## src/rtl/if_pkg.sv

```systemverilog
// Shared definitions for the instruction-fetch stage: fetch FSM states,
// default HLT opcode, PC increment and reset PC, plus small helpers.
package if_pkg;

  // Fetch FSM states
  typedef enum logic [1:0] {
    ST_WAIT = 2'b00,  // request outstanding, waiting for a response
    ST_HOLD = 2'b01,  // response buffered while the hazard unit stalls
    ST_DROP = 2'b10,  // stale response still outstanding after a redirect
    ST_HALT = 2'b11   // HLT delivered, fetch frozen until a redirect
  } fetch_state_t;

  localparam logic [3:0]  HLT_OPCODE_DEF = 4'hF;
  localparam logic [15:0] PC_INC         = 16'h0002;
  localparam logic [15:0] RESET_PC_DEF   = 16'h0000;
  localparam logic [15:0] PC_ALIGN_MASK  = 16'hFFFE;

  // True when the instruction word carries the HLT opcode
  function automatic logic is_hlt(input logic [15:0] instr, input logic [3:0] hlt_op);
    return (instr[15:12] == hlt_op);
  endfunction

  // Sequential next PC, wrapping modulo 2^16
  function automatic logic [15:0] pc_plus_inc(input logic [15:0] pc);
    return pc + PC_INC;
  endfunction

endpackage

```

## src/rtl/if_pc_reg.sv

```systemverilog
// Program counter register for the fetch stage. Loads either PC+2 or a
// halfword-aligned branch target when enabled; bit 0 is always kept clear.
module if_pc_reg
  import if_pkg::*;
#(
  parameter logic [15:0] RESET_PC = RESET_PC_DEF
) (
  input  logic        clk,
  input  logic        rst,
  input  logic        i_en,
  input  logic        i_sel_branch,
  input  logic [15:0] i_target,
  output logic [15:0] o_pc,
  output logic [15:0] o_pc_inc
);

  logic [15:0] r_pc;
  logic [15:0] w_pc_inc;
  logic [15:0] w_target_aligned;

  assign w_pc_inc         = pc_plus_inc(r_pc);
  assign w_target_aligned = i_target & PC_ALIGN_MASK;
  assign o_pc             = r_pc;
  assign o_pc_inc         = w_pc_inc;

  // PC update: reset, redirect to target, sequential advance, or hold
  always_ff @(posedge clk) begin
    if (rst) begin
      r_pc <= RESET_PC & PC_ALIGN_MASK;
    end else if (i_en) begin
      r_pc <= i_sel_branch ? w_target_aligned : w_pc_inc;
    end else begin
      r_pc <= r_pc;
    end
  end

endmodule

```

## src/rtl/if_fetch_unit.sv

```systemverilog
// Instruction-fetch stage feeding the IF/ID register. Owns the PC, drives a
// variable-latency request/valid handshake, honours stalls and redirects,
// and freezes after delivering HLT.
// Optional build macro IF_PERF_CNT_EN adds saturating fetch/bubble counters.
module if_fetch_unit
  import if_pkg::*;
#(
  parameter logic [15:0] RESET_PC   = RESET_PC_DEF,
  parameter logic [3:0]  HLT_OPCODE = HLT_OPCODE_DEF
) (
  input  logic        clk,
  input  logic        rst,
  input  logic        StallIn,
  input  logic        BranchTaken,
  input  logic [15:0] BranchTarget,
  output logic [15:0] IMemAddr,
  output logic        IMemReq,
  input  logic [15:0] IMemData,
  input  logic        IMemValid,
  output logic [15:0] InstructionOut,
  output logic [15:0] PCOut,
  output logic        HltOut,
  output logic        NoopOut
`ifdef IF_PERF_CNT_EN
  ,
  output logic [31:0] FetchCount,
  output logic [31:0] BubbleCount
`endif
);

  fetch_state_t r_state;
  fetch_state_t w_state_next;
  logic [15:0]  r_buf;

  logic [15:0] w_pc;
  logic [15:0] w_pc_inc;
  logic        w_pc_en;
  logic        w_pc_sel_branch;
  logic        w_buf_load;
  logic        w_deliver;
  logic        w_req;
  logic        w_noop;
  logic        w_hlt;
  logic [15:0] w_instr;
  logic [15:0] w_pcout;
  logic        w_mem_is_hlt;
  logic        w_buf_is_hlt;

  assign w_mem_is_hlt = is_hlt(IMemData, HLT_OPCODE);
  assign w_buf_is_hlt = is_hlt(r_buf, HLT_OPCODE);

  if_pc_reg #(
    .RESET_PC (RESET_PC)
  ) u_pc_reg (
    .clk          (clk),
    .rst          (rst),
    .i_en         (w_pc_en),
    .i_sel_branch (w_pc_sel_branch),
    .i_target     (BranchTarget),
    .o_pc         (w_pc),
    .o_pc_inc     (w_pc_inc)
  );

  // Next-state, PC control and IF/ID outputs; a redirect always wins and
  // suppresses whatever would have been presented that cycle
  always_comb begin
    w_state_next    = r_state;
    w_pc_en         = 1'b0;
    w_pc_sel_branch = 1'b0;
    w_buf_load      = 1'b0;
    w_deliver       = 1'b0;
    w_req           = 1'b0;
    w_noop          = 1'b1;
    w_hlt           = 1'b0;
    w_instr         = 16'h0000;
    w_pcout         = 16'h0000;
    if (rst) begin
      w_state_next = ST_WAIT;
    end else begin
      case (r_state)
        ST_WAIT: begin
          w_req = 1'b1;
          if (BranchTaken) begin
            w_pc_en         = 1'b1;
            w_pc_sel_branch = 1'b1;
            // Response arriving now is simply dropped; otherwise it is still in flight
            w_state_next    = IMemValid ? ST_WAIT : ST_DROP;
          end else if (IMemValid) begin
            w_instr = IMemData;
            w_pcout = w_pc_inc;
            w_noop  = 1'b0;
            w_hlt   = w_mem_is_hlt;
            if (StallIn) begin
              w_buf_load   = 1'b1;
              w_state_next = ST_HOLD;
            end else begin
              w_deliver = 1'b1;
              if (w_mem_is_hlt) begin
                w_state_next = ST_HALT;
              end else begin
                w_pc_en = 1'b1;
              end
            end
          end else begin
            w_noop = 1'b1;
          end
        end
        ST_HOLD: begin
          if (BranchTaken) begin
            w_pc_en         = 1'b1;
            w_pc_sel_branch = 1'b1;
            w_state_next    = ST_WAIT;
          end else begin
            w_instr = r_buf;
            w_pcout = w_pc_inc;
            w_noop  = 1'b0;
            w_hlt   = w_buf_is_hlt;
            if (!StallIn) begin
              w_deliver = 1'b1;
              if (w_buf_is_hlt) begin
                w_state_next = ST_HALT;
              end else begin
                w_pc_en      = 1'b1;
                w_state_next = ST_WAIT;
              end
            end else begin
              w_state_next = ST_HOLD;
            end
          end
        end
        ST_DROP: begin
          w_req = 1'b1;
          if (BranchTaken) begin
            w_pc_en         = 1'b1;
            w_pc_sel_branch = 1'b1;
            // If the stale response lands now, the new target can be requested next
            w_state_next    = IMemValid ? ST_WAIT : ST_DROP;
          end else if (IMemValid) begin
            w_state_next = ST_WAIT;
          end else begin
            w_state_next = ST_DROP;
          end
        end
        ST_HALT: begin
          if (BranchTaken) begin
            w_pc_en         = 1'b1;
            w_pc_sel_branch = 1'b1;
            w_state_next    = ST_WAIT;
          end else begin
            w_state_next = ST_HALT;
          end
        end
        default: begin
          w_state_next = ST_WAIT;
        end
      endcase
    end
  end

  assign IMemReq        = w_req;
  assign IMemAddr       = w_pc & PC_ALIGN_MASK;
  assign InstructionOut = w_instr;
  assign PCOut          = w_pcout;
  assign HltOut         = w_hlt;
  assign NoopOut        = w_noop;

  // FSM state and stall buffer registers
  always_ff @(posedge clk) begin
    if (rst) begin
      r_state <= ST_WAIT;
      r_buf   <= 16'h0000;
    end else begin
      r_state <= w_state_next;
      r_buf   <= w_buf_load ? IMemData : r_buf;
    end
  end

`ifdef IF_PERF_CNT_EN
  logic [31:0] r_fetch_cnt;
  logic [31:0] r_bubble_cnt;

  // Saturating counters of delivered instructions and bubble cycles
  always_ff @(posedge clk) begin
    if (rst) begin
      r_fetch_cnt  <= 32'h0000_0000;
      r_bubble_cnt <= 32'h0000_0000;
    end else begin
      if (w_deliver && (r_fetch_cnt != 32'hFFFF_FFFF)) begin
        r_fetch_cnt <= r_fetch_cnt + 32'h0000_0001;
      end else begin
        r_fetch_cnt <= r_fetch_cnt;
      end
      if (w_noop && (r_bubble_cnt != 32'hFFFF_FFFF)) begin
        r_bubble_cnt <= r_bubble_cnt + 32'h0000_0001;
      end else begin
        r_bubble_cnt <= r_bubble_cnt;
      end
    end
  end

  assign FetchCount  = r_fetch_cnt;
  assign BubbleCount = r_bubble_cnt;
`endif

endmodule
```

## config.mk

```make
export PLATFORM = sky130hd
export DESIGN_NAME = if_fetch_unit
export DESIGN_NICKNAME = d
export VERILOG_FILES = /design/src/rtl/if_pkg.sv /design/src/rtl/if_pc_reg.sv /design/src/rtl/if_fetch_unit.sv
export SDC_FILE = /design/constraint.sdc
export NUM_CORES = 1
export LEC_CHECK = 0
export ABC_AREA = 1
export CAP_MARGIN = 20
export CELL_PAD_IN_SITES_DETAIL_PLACEMENT = 0
export CELL_PAD_IN_SITES_GLOBAL_PLACEMENT = 1
export CORE_UTILIZATION = 27
export CTS_BUF_LIST = sky130_fd_sc_hd__clkbuf_8
export DETAILED_ROUTE_END_ITERATION = 12
export GPL_TIMING_DRIVEN = 0
export PLACE_DENSITY = 0.79
export SYNTH_ARGS = -nofsm -noshare
export SYNTH_HDL_FRONTEND = slang
export SYNTH_SLANG_ARGS = --single-unit
```

## constraint.sdc

```tcl
create_clock -name clk -period 2 [get_ports clk]
set_input_delay 0.6 -clock clk [delete_from_list [all_inputs] [get_ports clk]]
set_output_delay 0.6 -clock clk [all_outputs]
set_load 0.005 [all_outputs]
```

==> run metrics <==
max_cap viols=0; Worst Max-Slew Pin Slew=0.627 ns; CP arrival=1.66 ns; hold depth=2; crit-path max cell delay=0.37 ns; Die Wd=93.9 um; kind of critical path=register to output pin; drt drc=0; Skew-Pair Late Insertion Delay=0.29 ns; number of global-route vias before repair=2763; Bufs and invs on worst path=4; top cell family by delay on the critical path=buffers and inverters; syn_area_per_cell=5.80 sq um; Final Hold Viols=0; antenna violations before repair=0; failing checks=setup timing; area delta synth->final=77.1%; worst reg2reg setup slack=-0.11 ns; GPL Wtd Cong=0.832; layout cells sized above 1=39.7%; CP Depth=9; fraction of registers with async set or reset after synthesis=0%; fillers=834; CTS tree=yes; setup_tns=-4.15 ns; ys flop type=dfxtp_1; worst reg2reg endpoint=u_pc_reg.o_pc[15]; final core utilization=49.4%; global-route wire length before repair=13.5 mm; die area=8810 sq um; Critical Path Most Common Cell=buf_6; largest net degree at the start of global routing=11; Peak supply drop=215 uV; Distinct cells, synth=27; status=finished with violations; CP Cell Sequence=nor2_4, nand2_2, nor2_4, buf_6, buf_6, buf_6, nand2_2, a21oi_2, buf_2; H-tree depth=2; WHS Endpoint=r_buf[7]; worst flop-to-flop path startpoint=u_pc_reg.o_pc[1]; Critical-path top delay cell=dfxtp_4; Cell Pwr Density=494 nW/um^2; root buffer cell=clkbuf_8; post-synth top area share=29.0%; wire per inst=13.5 um; worst setup margin=-0.265 ns; sequential-to-total area share from yosys stat=29.0%; Post-synth EDFFs=0; CTS clk-pin slew, worst paths=0.08 ns; Static Leak=1.71 nW; final worst path period share=113%; GRT Residual Overflow=0; CTS Buffer Depth=2; Setup Skew=0.00778 ns; minimum clock period=2.26 ns; Critical Path End Type=output pin; First-pass DRT Iterations=4; most frequent cells in the layout=nand2_1 (86), nor2_1 (51), clkdlybuf4s50_1 (44); Floorplan Core Area=8180 sq um; Hold WC Path Type=register to register; max frequency=442 MHz; flip-flop and latch count after synthesis=33; cts bufs inserted=5; Die Y=93.9 um; hold_buf cts=0; DR iter-0 viols=122; row count=33; Vias=3003; cell accounting for the most synthesized area=dfxtp_1; antenna cells=0; Warnings, synthesis=0; DRT Wirelength=8.63 mm; Final nets=572; Final setup viols=33; HP Start=r_buf[7]; Gate Count Post-Synth=393; Worst Reg2Reg Path Length in Cells=17; Synth Cell Area=2280 sq um; Buffers on Ports=82; GRT Resource Usage Total=19.6%; Max-slew headroom=58.2%; DR vias/cell=4.70; Crit path required time=1.40 ns; CP max FO=4; Slew Viols, Final=0; most common cell after layout, fill and taps aside=nand2_1; Worst Setup Start Kind=register; Final ANT Viol Nets=0; # IOs=88; synth top area cells=dfxtp_1 (29%), nand2_1 (18%), nor2_1 (11%), a21oi_1 (8.1%), nand3_1 (6.4%); RSZ-0062 raised after global routing=yes; dpl hpwl=5.66 mm; CTS Sinks=33; starting density of the core=27.9%
metrics by stage:
step	setup WS [ns]	std cells	hold slack (ns)	power [W]	instance area, sq um
2_1_floorplan	0.0130	394	0.423	0.00105	2330
3_3_place_gp	-1.13	581	0.431	0.00130	3290
3_5_place_dp	-1.09	581	0.438	0.00130	3290
4_1_cts	-0.250	628	0.449	0.00195	3860
5_1_grt	-0.330	639	0.477	0.00211	4040
6_report	-0.265	639	0.446	0.00199	4040
flip-flops by register name (all words and copies together), names as in the netlist:
| name | flops |
|---|---|
| u_pc_reg.o_pc | 15 |
| r_buf | 16 |
| r_state | 2 |
per-layer routing:
metal  global-route usage (%)  part of all wire (%)  up-vias
met2                     33.0                    47      106
li1                         -                     -     1522
met5                        0                     0        -
met1                     25.7                    45     1364
met3                     4.05                   6.4       11
met4                     4.23                   1.3        0
synthesized netlist by cell type (5+ instances only):
| library cell | n |
|---|---|
| dfxtp_1 | 33 |
| nand2_1 | 112 |
| buf_2 | 6 |
| nand3_1 | 29 |
| o21ai_0 | 24 |
| a21oi_1 | 37 |
| buf_4 | 8 |
| nand4_1 | 5 |
| clkbuf_1 | 5 |
| nor2_1 | 69 |
| inv_1 | 36 |
| a22oi_1 | 5 |
worst register-to-register path: stages (launching register included):
cell and delay [ns]:
dfxtp_4 0.36, buf_6 0.11, ha_4 0.14, nand3_4 0.08, nor2_4 0.15, nand3_2 0.07
nand2_1 0.07, nand2_1 0.06, buf_4 0.13, buf_4 0.12, buf_4 0.12, buf_4 0.12
buf_4 0.12, buf_4 0.12, buf_6 0.11, nor2_4 0.06, nor2_1 0.04, nor2_1 0.08
cell type report:
cell class	instances	area, sq um	share of cell area [%]
multi-input combinational	300	1690	41.8
timing repair buffer	134	1140	28.2
buffer	20	163	4.03
clock buffer	5	68.8	1.71
sequential	33	687	17.0
tap	105	131	3.26
inverter	39	149	3.69
clock inverter	3	13.8	0.341
power by group:
part	total, W	internal, W	switching, W
Combinational	0.000730	0.000379	0.000351
Sequential	0.000766	0.000707	0.0000591
Clock	0.000496	0.000236	0.000259
how the worst max path moves through the flow:
stage | start | to | slack, ns
after floorplan | BranchTaken | InstructionOut[0] | 0.01
final | r_state[0] | InstructionOut[8] | -0.26
after global placement | IMemValid | PCOut[13] | -1.13
after CTS | r_state[0] | InstructionOut[8] | -0.25
after global routing | r_state[0] | InstructionOut[8] | -0.33
after detailed placement | IMemValid | PCOut[13] | -1.09
what timing repair did:
| item | in CTS | in global routing |
|---|---|---|
| buffers inserted | 39 | 14 |
| endpoints found under the setup margin | 34 | 62 |
| pin swaps | 39 | 41 |
| cloned | 1 | 1 |
| endpoints found under the hold margin | 0 | 0 |
| gates resized for setup | 230 | 50 |
kinds of logic after synthesis:
kind of cell / after synthesis / share of synthesized area (%)
DFF: 33 / 29.0
xor gates and xnor gates: 1 / 0.384
buffers and inverters: 61 / 12.0
adders and majority gates: 2 / 1.10
AOI/OAI and AO/OA: 68 / 15.6
other: 1 / 0.165
and+or+nand+nor: 227 / 41.7
No activity file was read; power rests on OpenSTA's default activity.
